**config.mk**
```make
export PLATFORM = sky130hd
export DESIGN_NAME = frame_bank_scheduler
export DESIGN_NICKNAME = d
export VERILOG_FILES = /design/src/rtl/frame_bank_scheduler_pkg.sv /design/src/rtl/frame_bank_scheduler_addr_map.sv /design/src/rtl/frame_bank_scheduler.sv
export SDC_FILE = /design/constraint.sdc
export NUM_CORES = 1
export LEC_CHECK = 0
export ABC_CLOCK_PERIOD_IN_PS = 2100
export CAP_MARGIN = 40
export CORE_ASPECT_RATIO = 0.6
export CORE_MARGIN = 5
export CORE_UTILIZATION = 41
export DETAILED_ROUTE_END_ITERATION = 16
export GPL_TIMING_DRIVEN = 0
export PLACE_DENSITY = 0.8
export SLEW_MARGIN = 20
export SYNTH_ARGS = -nofsm -noshare
export SYNTH_HDL_FRONTEND = slang
export SYNTH_SLANG_ARGS = --single-unit
```
**constraint.sdc**
```tcl
create_clock -name clk -period 2.1 [get_ports clk]
set_input_delay 0.42 -clock clk [delete_from_list [all_inputs] [get_ports clk]]
set_output_delay 0.42 -clock clk [all_outputs]
set_load 0.01 [all_outputs]
```
**src/rtl/frame_bank_scheduler_pkg.sv**
```systemverilog
// Shared types and constants for the triple-buffered frame RAM scheduler.
package spirose_pkg;

  typedef logic [1:0] bank_t;

  localparam int NB_BANKS = 3;

  localparam bank_t W_BANK_RST = 2'd0;
  localparam bank_t P_BANK_RST = 2'd1;
  localparam bank_t R_BANK_RST = 2'd2;

endpackage : spirose_pkg

```
**src/rtl/frame_bank_scheduler_addr_map.sv**
```systemverilog
// Combinational bank rebasing: range-checks a local frame address and adds
// the base of the selected bank. Out-of-range addresses collapse to the base.
import spirose_pkg::*;

module bank_addr_map #(
  parameter int ADDR_WIDTH = 32,
  parameter int BANK_DEPTH = 20480
) (
  input  bank_t                 i_bank,
  input  logic [ADDR_WIDTH-1:0] i_localAddr,
  output logic [ADDR_WIDTH-1:0] o_globalAddr,
  output logic                  o_inRange
);

  localparam logic [ADDR_WIDTH-1:0] DEPTH = ADDR_WIDTH'(BANK_DEPTH);
  localparam logic [ADDR_WIDTH-1:0] BASE2 = ADDR_WIDTH'(2 * BANK_DEPTH);

  logic [ADDR_WIDTH-1:0] w_base;

  // Bank base is a constant mux; index 3 never occurs and maps to zero.
  always_comb begin
    w_base = '0;
    case (i_bank)
      2'd1:    w_base = DEPTH;
      2'd2:    w_base = BASE2;
      default: w_base = '0;
    endcase
  end

  // Range check and rebase; an illegal offset is dropped so the access stays inside its bank.
  always_comb begin
    o_inRange    = (i_localAddr < DEPTH);
    o_globalAddr = o_inRange ? (w_base + i_localAddr) : w_base;
  end

endmodule : bank_addr_map

```
**src/rtl/frame_bank_scheduler.sv**
```systemverilog
// Triple-buffer scheduler between the frame writer and the display reader.
// Rotates bank ownership on writer frame completion and reader turn start,
// and registers the rebased RAM addresses with one cycle of latency.
import spirose_pkg::*;

module frame_bank_scheduler #(
  parameter int ADDR_WIDTH = 32,
  parameter int BANK_DEPTH = 20480
) (
  input  logic                  clk,
  input  logic                  nrst,
  input  logic                  w_enable_in,
  input  logic [ADDR_WIDTH-1:0] w_addr_in,
  input  logic                  w_frame_done,
  output logic                  w_enable_out,
  output logic [ADDR_WIDTH-1:0] w_addr_out,
  input  logic [ADDR_WIDTH-1:0] r_addr_in,
  input  logic                  r_frame_sync,
  output logic [ADDR_WIDTH-1:0] r_addr_out,
  output logic                  stream_ready,
  output bank_t                 w_bank,
  output bank_t                 r_bank,
  output logic [7:0]            frames_dropped,
  output logic                  addr_error
);

  bank_t                 r_wBank, r_pBank, r_rBank;
  logic                  r_pendingValid;
  logic                  r_streamReady;
  logic [7:0]            r_framesDropped;
  logic                  r_addrError;
  logic                  r_wEnableOut;
  logic [ADDR_WIDTH-1:0] r_wAddrOut;
  logic [ADDR_WIDTH-1:0] r_rAddrOut;

  bank_t                 w_nextWBank, w_nextPBank, w_nextRBank;
  logic                  w_nextPending;
  logic                  w_nextReady;
  logic [7:0]            w_nextDropped;
  logic                  w_bumpDrop;
  logic                  w_nextError;
  logic [ADDR_WIDTH-1:0] w_wrGlobal, w_rdGlobal;
  logic                  w_wrInRange, w_rdInRange;

  bank_addr_map #(.ADDR_WIDTH(ADDR_WIDTH), .BANK_DEPTH(BANK_DEPTH)) u_wrMap (
    .i_bank      (r_wBank),
    .i_localAddr (w_addr_in),
    .o_globalAddr(w_wrGlobal),
    .o_inRange   (w_wrInRange)
  );

  bank_addr_map #(.ADDR_WIDTH(ADDR_WIDTH), .BANK_DEPTH(BANK_DEPTH)) u_rdMap (
    .i_bank      (r_rBank),
    .i_localAddr (r_addr_in),
    .o_globalAddr(w_rdGlobal),
    .o_inRange   (w_rdInRange)
  );

  // Bank rotation: a finished frame becomes pending; a reader sync claims it if one is waiting.
  always_comb begin
    w_nextWBank   = r_wBank;
    w_nextPBank   = r_pBank;
    w_nextRBank   = r_rBank;
    w_nextPending = r_pendingValid;
    w_nextReady   = r_streamReady;
    w_bumpDrop    = w_frame_done && r_pendingValid && (r_framesDropped != 8'hFF);
    w_nextDropped = w_bumpDrop ? (r_framesDropped + 8'd1) : r_framesDropped;
    case ({w_frame_done, r_frame_sync})
      2'b10: begin
        w_nextWBank   = r_pBank;
        w_nextPBank   = r_wBank;
        w_nextPending = 1'b1;
      end
      2'b01: begin
        if (r_pendingValid) begin
          w_nextRBank   = r_pBank;
          w_nextPBank   = r_rBank;
          w_nextPending = 1'b0;
          w_nextReady   = 1'b1;
        end
      end
      2'b11: begin
        w_nextRBank   = r_wBank;
        w_nextWBank   = r_pBank;
        w_nextPBank   = r_rBank;
        w_nextPending = 1'b0;
        w_nextReady   = 1'b1;
      end
      default: begin
      end
    endcase
  end

  // The error flag is sticky: an illegal write attempt or any illegal read offset latches it.
  always_comb begin
    w_nextError = r_addrError | (w_enable_in & ~w_wrInRange) | ~w_rdInRange;
  end

  // Scheduler state register; reset drops any partially written frame.
  always_ff @(posedge clk or negedge nrst) begin
    if (!nrst) begin
      r_wBank         <= W_BANK_RST;
      r_pBank         <= P_BANK_RST;
      r_rBank         <= R_BANK_RST;
      r_pendingValid  <= 1'b0;
      r_streamReady   <= 1'b0;
      r_framesDropped <= 8'd0;
      r_addrError     <= 1'b0;
    end else begin
      r_wBank         <= w_nextWBank;
      r_pBank         <= w_nextPBank;
      r_rBank         <= w_nextRBank;
      r_pendingValid  <= w_nextPending;
      r_streamReady   <= w_nextReady;
      r_framesDropped <= w_nextDropped;
      r_addrError     <= w_nextError;
    end
  end

  // Output address registers, rebased with the banks held before this edge's rotation.
  always_ff @(posedge clk or negedge nrst) begin
    if (!nrst) begin
      r_wEnableOut <= 1'b0;
      r_wAddrOut   <= '0;
      r_rAddrOut   <= '0;
    end else begin
      r_wEnableOut <= w_enable_in & w_wrInRange;
      r_wAddrOut   <= w_wrGlobal;
      r_rAddrOut   <= w_rdGlobal;
    end
  end

  assign w_enable_out   = r_wEnableOut;
  assign w_addr_out     = r_wAddrOut;
  assign r_addr_out     = r_rAddrOut;
  assign stream_ready   = r_streamReady;
  assign w_bank         = r_wBank;
  assign r_bank         = r_rBank;
  assign frames_dropped = r_framesDropped;
  assign addr_error     = r_addrError;

endmodule : frame_bank_scheduler
```
==> summary.txt, run 1 <==
Ports: 148
Detailed placement HPWL: 6.59 mm
Final Cycle Share: 95.1%
Hold Crit Class: in -> async
Min Tclk post-route: 2.00 ns
Post-Layout Cell Count: 537
Vias in the first global route: 2565
Post-Synthesis Cells: 241
R2r endpoint: w_addr_out[14]$_DFF_PN0_
Congestion Overflow GR: 0
Yosys warnings: 0
Worst-path maximum fanout: 8
Worst setup path start: w_bank[0]$_DFFE_PN0P_
GRT Util Overall: 18.6%
DP Cell Count: 520
Grt met2 use: 30.7%
Clk pwr share: 34.3%
Most used flip-flop cell after synthesis: dfrtp_1
First-pass GRT wire length: 13.4 mm
Placer Congestion: 0.811
First-pass DRT Iterations: 4
Vias: 2490
Worst r2r src: w_bank[0]$_DFFE_PN0P_
Max Clock Skew: 0.00211 ns
Sw frac: 28.1%
Max-Cap Viols: 0
Worst R2R Setup Slack: 0.10 ns
DIE HEIGHT: 77.7 um
Clock transition at the registers of the reported paths: 0.07 ns
Row cnt: 24
Static leakage: 2.28 nW
Switching Power: 0.00122 W
Die Wd: 123 um
CP Data Required Time: 2.32 ns
Post-DR vias/cell: 4.64
CTS max path bufs: 2
Reg2reg path depth: 7
EDFF count, synth: 0
Seq/Total Area, Yosys: 65.7%
Slew Limit Headroom: 63.5%
TritonCTS buffer count: 9
Post-synthesis sequential element count: 82
Clock latency at the later pin of the worst-skew pair: 0.33 ns
Flop pwr share: 43.7%
CP max-delay cell: dfrtp_2
Startpoint Class: register
CTS tree: done
Clock sink count: 82
Top cells by area, synth: dfrtp_1 (64%), and2_1 (5.2%), xor2_1 (2.2%)
Routed WL: 8.77 mm
FILL cells: 520
H-tree depth: 3
GRT met3 Usage: 7.99%
N_diodes: 0
Netlist cell types: 39
Final core occ: 69.9%
Antenna Nets Post-Route: 0
Cell-internal power: 0.00311 W
Slew Viols, Final: 0
Die area: 9540 um2
Critical Path End Type: register
Critical setup path kind: reg -> reg
Setup TNS: 0 ns
CP peak stage delay: 0.46 ns
Detailed-route DRC error count: 0
Mapped Avg Cell Area: 13.0 um2
Dominant cell type by area after synthesis: dfrtp_1
Crit path arrival time: 2.22 ns
Fin nets: 500
Hold Fails Final Rpt: 0
Initial Util: 42.5%
FFs w/ async S/R, synth: 100%
Cells along the critical path: nor2b_1 > clkbuf_2 > and2_1 > ha_1 > xnor2_1 > or3_1 > a32o_1
Met1 Use GR: 22.2%
Largest net degree at the start of global routing: 49
Dpl cell area: 4840 um2
# setup viols final: 0
Cts hold-fix bufs: 0
Power share of the combinational group: 22.0%
Detailed Route Iter0 Violations: 145
IR drop worst, VDD: 0.000588 V
Share of post-route cells with drive strength above 1: 10.6%
Top cell type's share of synthesized area: 64.0%
Initial antenna violation count: 0
Core Area: 7360 um2
Syn-to-layout area delta: 64.4%
Post-route cell area: 5140 um2
Fin Hold WS: 0.0269 ns
CTS Root Cell: clkbuf_16
Wire per inst: 16.3 um
RSZ-0062 raised after global routing: no
GRT Max-Usage Layer: met2
Power per Cell Area: 841 nW/um2
Post-Syn Area: 3130 um2
Status: finished, final reports clean
Worst slew pin tran: 0.542 ns
PortBufs: 145
Peak Freq: 501 MHz
[sequential cells by signal, indices dropped and copies added (netlist names)]
| name | count |
|---|---|
| addr_error | 1 |
| frames_dropped | 8 |
| r_addr_out | 32 |
| r_bank | 2 |
| r_pBank | 2 |
| r_pendingValid | 1 |
| stream_ready | 1 |
| w_addr_out | 32 |
| w_bank | 2 |
| w_enable_out | 1 |
[power groups by stage]
stage	combinational, W	sequential (W)	clock (W)
final	0.000953	0.00189	0.00148
after global routing	0.00103	0.00191	0.00159
after CTS	0.000935	0.00189	0.00152
after detailed placement	0.000930	0.00191	0
after global placement	0.000901	0.00190	0
after floorplan	0.000329	0.00195	0
[per-layer routing]
layer,share of wire (%),wire (um),vias to the layer above
li1,-,-,1167
met1,41,3560,1206
met2,48,4200,106
met3,10,898,11
met4,1.3,110,0
met5,0,0,-
[cells in the mapped netlist (2+ instances only)]
library cell,number
dfrtp_1,80
and2_1,26
nor2_1,13
nor3_1,9
inv_1,8
nand2_1,8
o21ai_0,8
xor2_1,8
xnor2_1,7
clkbuf_1,6
mux2_2,5
a21oi_1,4
a22o_1,4
mux2i_1,4
nand3_1,4
ha_1,3
nand2b_1,3
nor2b_1,3
a21o_1,2
a221oi_1,2
a31oi_1,2
a32o_1,2
clkbuf_2,2
dfstp_2,2
nand4_2,2
nor2_4,2
nor3_2,2
nor4_1,2
nor4_2,2
nor4_4,2
o21ai_1,2
o22ai_1,2
o31a_1,2
o31ai_1,2
or3_1,2
[through the flow]
step,power [W],worst slack [ns]
6_report,0.00432,0.102
2_1_floorplan,0.00228,0.161
5_1_grt,0.00453,0.00556
4_1_cts,0.00435,0.00243
3_3_place_gp,0.00281,-2.20
3_5_place_dp,0.00284,-0.126
[logic make-up (layout without fill, tap and decap cells)]
kind of cell / count (synthesis) / count (layout) / share of synthesized area [%]
other: 1 / 30 / 0.120
and+or+nand+nor: 81 / 81 / 16.3
xor gates and xnor gates: 15 / 15 / 4.20
DFF: 82 / 82 / 65.7
adders and majority gates: 3 / 3 / 1.20
AOI/OAI and AO/OA: 33 / 33 / 7.28
buffers and inverters: 17 / 180 / 2.16
muxes: 9 / 9 / 3.08
[worst max-delay path by stage]
stage | end | depth (start not counted)
floorplan | r_addr_out[14]$_DFF_PN0_ | 7
global placement | w_addr_out[23]$_DFF_PN0_ | 1
detailed placement | w_addr_out[14]$_DFF_PN0_ | 6
CTS | r_addr_out[14]$_DFF_PN0_ | 7
global route | w_addr_out[14]$_DFF_PN0_ | 6
finish | w_addr_out[14]$_DFF_PN0_ | 7
[worst max-delay path: cells and delay by family, from the launching register on]
family / cells / cell delay, ns
fa+ha+maj: 1 / 0.26
buf+inv: 1 / 0.16
compound gates: 1 / 0.21
simple gates: 3 / 0.66
xor+xnor: 1 / 0.15
flops: 1 / 0.46
[what timing repair did]
item | 4_1_cts | 5_1_grt
buffers inserted | 0 | 2
endpoints found under the setup margin | 1 | 3
resized for setup | 1 | 4
pin swaps | 0 | 1
[cell type report]
cell class | instances | area, um2 | share of cell area [%]
buffer | 8 | 36.3 | 0.705
clock buffer | 9 | 225 | 4.38
inverter | 8 | 30.0 | 0.584
clock inverter | 7 | 56.3 | 1.09
multi-input combinational | 171 | 1120 | 21.7
timing repair buffer | 148 | 1490 | 29.0
sequential | 82 | 2060 | 40.0
tap | 104 | 130 | 2.53
[layout by cell type (no fill, tap or decap), drive strengths merged, types with 3 or more instances in the layout]
cell           instances
a21oi                  4
a22o                   4
and2                  26
buf                    5
clkbuf                16
clkdlybuf4s50        144
conb                  30
dfrtp                 80
ha                     3
inv                   13
mux2                   5
mux2i                  4
nand2                  8
nand2b                 3
nand3                  4
nand4                  3
nor2                  15
nor2b                  3
nor3                  11
nor4                   6
o21ai                 10
xnor2                  7
xor2                   8
Note: power is estimated with default switching activity, not from simulation.
==> inputs of run 2 (changes only) <==
CORE_MARGIN = 2   (was 5)
==> summary.txt, run 2 (synthesis results as in run 1) <==
Clk pwr share: 36.4% (+2.1 points)
Placer Congestion: 0.812 (+0.16%)
Initial Util: 42.7% (+0.17 points)
Post-route cell area: 5160 um2 (+0.29%)
Pre-CTS WS: -0.119 ns (+0.00678 ns)
Die Wd: 117 um (-4.9%)
Detailed-route DRC error count: 0 (unchanged)
First-pass DRT Iterations: 4 (unchanged)
TritonCTS buffer count: 9 (unchanged)
Clock transition at the registers of the reported paths: 0.06 ns (about the same)
Startpoint Class: register
H-tree depth: 3 (unchanged)
Max-Cap Viols: 0 (unchanged)
Power per Cell Area: 859 nW/um2 (+2.2%)
Min Tclk post-route: 2.02 ns (+0.0188 ns)
DIE HEIGHT: 71.7 um (-7.7%)
Fin nets: 499 (-0.20%)
Die area: 8370 um2 (-12%)
Sw frac: 26.7% (-1.5 points)
Setup TNS: 0 ns (unchanged)
Status: finished, final reports clean
Most frequent cells in the layout: clkdlybuf4s50_1 (144), dfrtp_1 (80), conb_1 (30)
First-pass GRT wire length: 12.2 mm (-8.9%)
Dpl cell area: 4840 um2 (-0.16%)
Crit path arrival time: 2.23 ns (about the same)
Setup ws final: 0.0834 ns (-0.0188 ns)
Detailed Route Iter0 Violations: 115 (-21%)
CTS Root Cell: clkbuf_16
Vias: 2398 (-3.7%)
Slew Limit Headroom: 61.1% (-2.4 points)
Critical Path End Type: register
Flop pwr share: 42.4% (-1.3 points)
Congestion Overflow GR: 0 (unchanged)
Vias in the first global route: 2419 (-5.7%)
Switching Power: 0.00118 W (-3.0%)
FILL cells: 536 (+3.1%)
Overall power: 0.00443 W (+2.5%)
Initial antenna violation count: 0 (unchanged)
Clock latency at the later pin of the worst-skew pair: 0.33 ns (about the same)
Hold Fails Final Rpt: 0 (unchanged)
Syn-to-layout area delta: 64.9%
Static leakage: 2.29 nW (+0.50%)
Worst-path maximum fanout: 7 (-1)
PortBufs: 145 (unchanged)
Reg2reg path depth: 7 (unchanged)
Hold Crit Class: in -> async
Critical setup path kind: reg -> reg
Wire per inst: 14.3 um (-13%)
Post-DR vias/cell: 4.47 (-3.5%)
IR drop worst, VDD: 0.000545 V (-7.4%)
Cells along the critical path: nor2b_1 > clkbuf_2 > and2_1 > ha_1 > xnor2_1 > or3_1 > a32o_1
Routed WL: 7.65 mm (-13%)
CTS max path bufs: 2 (unchanged)
Slew Viols, Final: 0 (unchanged)
N_diodes: 0 (unchanged)
Cell-internal power: 0.00325 W (+4.6%)
CP max-delay cell: dfstp_2
Worst slew pin tran: 0.578 ns (+0.0363 ns)
Final core occ: 70.4% (+0.49 points)
Cts hold-fix bufs: 0 (unchanged)
Antenna Nets Post-Route: 0 (unchanged)
Max Clock Skew: 0.00570 ns (+0.00359 ns)
CTS tree: done
Row cnt: 24 (unchanged)
Clock sink count: 82 (unchanged)
GRT Util Overall: 19.3% (+0.67 points)
Share of post-route cells with drive strength above 1: 10.2% (-0.44 points)
Ports: 148 (unchanged)
CP peak stage delay: 0.57 ns (+0.11 ns)
RSZ-0062 raised after global routing: no
Most common cell after layout, fill and taps aside: clkdlybuf4s50_1
Power share of the combinational group: 21.2% (-0.8 points)
Detailed placement HPWL: 5.77 mm (-12%)
Final Cycle Share: 96.0% (+0.90 points)
Core Area: 7330 um2 (-0.41%)
Peak Freq: 496 MHz (-0.93%)
# setup viols final: 0 (unchanged)
CP Data Required Time: 2.32 ns (about the same)
Largest net degree at the start of global routing: 43 (-12%)
==> run 2: cell types whose count changed in the layout (fill, tap and decap cells not counted), sizes merged <==
cell    delta
bufinv     +1
inv        -2
==> run 2: path summary, 6_finish.rpt <==
| check | start | to | slack [ns] |
|---|---|---|---|
| setup / recovery | r_bank[1]$_DFFE_PN1P_ | r_addr_out[14]$_DFF_PN0_ | 0.08 |
| hold / removal | nrst | w_addr_out[8]$_DFF_PN0_ | 0.07 |
| setup reg to reg | r_bank[1]$_DFFE_PN1P_ | r_addr_out[14]$_DFF_PN0_ | 0.08 |
| hold reg to reg | stream_ready$_DFFE_PN0P_ | stream_ready$_DFFE_PN0P_ | 0.47 |
| max in group asynchronous | nrst | r_addr_out[11]$_DFF_PN0_ | 1.44 |
| min in group clk | stream_ready$_DFFE_PN0P_ | stream_ready$_DFFE_PN0P_ | 0.47 |
==> run 2: routing by layer <==
| layer | global-route usage [%] | up-vias | part of all wire [%] |
|---|---|---|---|
| met4 | 4.31 | 0 | 0.82 |
| met1 | 25.7 | 1142 | 45 |
| met2 | 31.1 | 85 | 48 |
| met5 | 0 | - | 0 |
| met3 | 6.26 | 10 | 6.2 |
| li1 | - | 1161 | - |
==> run 2: worst max-delay path: cells and delay by family (launching register included) <==
kind	cells	cell delay, ns
buf+inv	1	0.17
xor+xnor	1	0.14
flops	1	0.57
fa+ha+maj	1	0.25
compound gates	1	0.21
simple gates	3	0.56
==> run 2: timing repair <==
item                       in CTS  in global routing
setup endpoints to repair       0                  3
buffers inserted                0                  2
gates resized for setup         0                  5
==> run 2: power groups by stage <==
stage                     Sequential [W]  Clock, W  Combinational, W
final                            0.00188   0.00161          0.000940
after global routing             0.00190   0.00171           0.00103
after CTS                        0.00188   0.00165          0.000933
after detailed placement         0.00191         0          0.000926
after global placement           0.00190         0          0.000893
after floorplan                  0.00195         0          0.000329
==> run 2: metrics by stage <==
step / std cells / hold WS, ns
floorplan: 270 / 0.124
detailed placement: 520 / 0.431
global route: 536 / 0.104
CTS: 536 / 0.0774
global placement: 519 / 0.456
finish: 536 / 0.0667
==> run 2: cell type report <==
class,count,area (um2),share of cell area [%]
sequential,82,2050,39.8
timing repair buffer,148,1480,28.8
multi-input combinational,171,1120,21.7
clock buffer,10,239,4.63
tap,104,130,2.52
clock inverter,6,71.3,1.38
buffer,7,32.5,0.630
inverter,8,30.0,0.582
==> inputs of run 3 (changes only) <==
GPL_TIMING_DRIVEN = 1   (was 0)
==> summary.txt, run 3 (synthesis results as in run 1) <==
Status: finished, final reports clean
IR drop worst, VDD: 0.000698 V (+28%)
Critical setup path kind: reg -> out
Final Cycle Share: 94.0% (-2.0 points)
Congestion Overflow GR: 0 (unchanged)
Hold Fails Final Rpt: 0 (unchanged)
Max-Cap Viols: 0 (unchanged)
Die area: 8370 um2 (unchanged)
CP max-delay cell: dfstp_2
Peak Freq: 507 MHz (+2.2%)
Fin nets: 511 (+2.4%)
RSZ-0062 raised after global routing: no
PortBufs: 147 (+1.4%)
Most common cell after layout, fill and taps aside: clkdlybuf4s50_1
Register area: 2050 um2 (unchanged)
Post-DR vias/cell: 4.51 (+0.79%)
N_diodes: 0 (unchanged)
Cts repair resizes: 0 (unchanged)
# setup viols final: 0 (unchanged)
Die Wd: 117 um (unchanged)
Largest net degree at the start of global routing: 58 (+35%)
Power per Cell Area: 864 nW/um2 (+0.58%)
Slew Limit Headroom: 63.8% (+2.7 points)
Hold Crit Class: in -> async
Initial antenna violation count: 0 (unchanged)
GRT Util Overall: 20.4% (+1.1 points)
Most frequent cells in the layout: clkdlybuf4s50_1 (146), dfrtp_1 (80), conb_1 (30)
Cts hold-fix bufs: 0 (unchanged)
Core Area: 7330 um2 (unchanged)
Postcts setup bufs: 0 (unchanged)
CTS max path bufs: 2 (unchanged)
First-pass DRT Iterations: 4 (unchanged)
Row cnt: 24 (unchanged)
Placer Congestion: 0.799 (-1.6%)
CP Data Required Time: 1.68 ns (-0.64 ns)
Slew Viols, Final: 0 (unchanged)
Vias in the first global route: 2604 (+7.6%)
Share of post-route cells with drive strength above 1: 12.6% (+2.4 points)
Pre-CTS WS: 0.00272 ns (+0.122 ns)
Syn-to-layout area delta: 69.8%
Startpoint Class: register
Vias: 2471 (+3.0%)
Ports: 148 (unchanged)
Worst slew pin tran: 0.537 ns (-0.0408 ns)
Static leakage: 2.37 nW (+3.6%)
Detailed-route DRC error count: 0 (unchanged)
Initial Util: 42.7% (unchanged)
Critical Path End Type: output pin
FILL cells: 511 (-4.7%)
Max Clock Skew: 0.00467 ns (-0.00103 ns)
Clock sink count: 82 (unchanged)
First-pass GRT wire length: 12.8 mm (+5.4%)
Area of the multi-input gates: 1120 um2 (unchanged)
Detailed Route Iter0 Violations: 129 (+12%)
CP peak stage delay: 0.54 ns (-0.03 ns)
Clock transition at the registers of the reported paths: 0.06 ns (about the same)
Crit path arrival time: 1.55 ns (-0.68 ns)
Antenna Nets Post-Route: 0 (unchanged)
Wire per inst: 14.8 um (+3.6%)
Detailed placement HPWL: 6.07 mm (+5.1%)
Min Tclk post-route: 1.97 ns (-0.0425 ns)
Setup ws final: 0.126 ns (+0.0425 ns)
Clock latency at the later pin of the worst-skew pair: 0.32 ns (about the same)
TritonCTS buffer count: 9 (unchanged)
Worst-path maximum fanout: 6 (-1)
Routed WL: 8.11 mm (+5.9%)
CTS tree: done
DIE HEIGHT: 71.7 um (unchanged)
H-tree depth: 3 (unchanged)
CTS Root Cell: clkbuf_16
Cells along the critical path: buf_4 > clkdlybuf4s50_1
Setup TNS: 0 ns (unchanged)
run 3: routing by layer:
layer  part of all wire (%)  routed length [um]  global-route usage (%)
met4                   0.58                  47                    4.58
met5                      0                   0                       0
met3                    7.0                 564                    7.11
met1                     43                3450                    25.9
met2                     50                4050                    34.0
run 3: final timing paths:
kind                                       endpoint  slack [ns]  cells past startpoint                startpoint
hold reg to reg            stream_ready$_DFFE_PN0P_        0.48                      1  stream_ready$_DFFE_PN0P_
hold / removal              w_addr_out[7]$_DFF_PN0_       0.006                      1                      nrst
setup / recovery                          r_bank[1]        0.13                      2     r_bank[1]$_DFFE_PN1P_
min in group clk           stream_ready$_DFFE_PN0P_        0.48                      1  stream_ready$_DFFE_PN0P_
setup reg to reg           r_addr_out[14]$_DFF_PN0_        0.15                      6     r_bank[0]$_DFFE_PN0P_
max in group asynchronous  w_addr_out[12]$_DFF_PN0_        1.49                      2                      nrst
run 3: stage by stage:
step | area (um2) | hold WS (ns) | util, % | cells | power, W
final | 5310 | 0.00577 | 72.5 | 548 | 0.00459
after global routing | 5310 | 0.0190 | 72.5 | 548 | 0.00483
after CTS | 5310 | 0.00662 | 72.5 | 548 | 0.00465
after detailed placement | 4970 | 0.357 | 67.9 | 532 | 0.00289
after global placement | 4970 | 0.356 | 67.9 | 532 | 0.00286
after floorplan | 3240 | 0.124 | - | 270 | 0.00228
run 3: cell type report:
cell class	instances	area share (%)
Clock buffer	10	4.50
Multi-Input combinational cell	171	21.1
Inverter	8	0.565
Timing Repair Buffer	167	30.9
Clock inverter	6	1.81
Tap cell	104	2.45
Sequential cell	82	38.7
run 3: power breakdown:
| part | leakage, nW | internal [W] | switching, W |
|---|---|---|---|
| clock | 0.161 | 0.00109 | 0.000628 |
| combinational | 1.18 | 0.000584 | 0.000426 |
| sequential | 1.03 | 0.00174 | 0.000125 |
| total | 2.37 | 0.00341 | 0.00118 |
run 3: worst max-delay path, delay by kind of cell (launching register included):
| kind | cells | cell delay [ns] |
|---|---|---|
| flops | 1 | 0.54 |
| buf+inv | 2 | 0.68 |
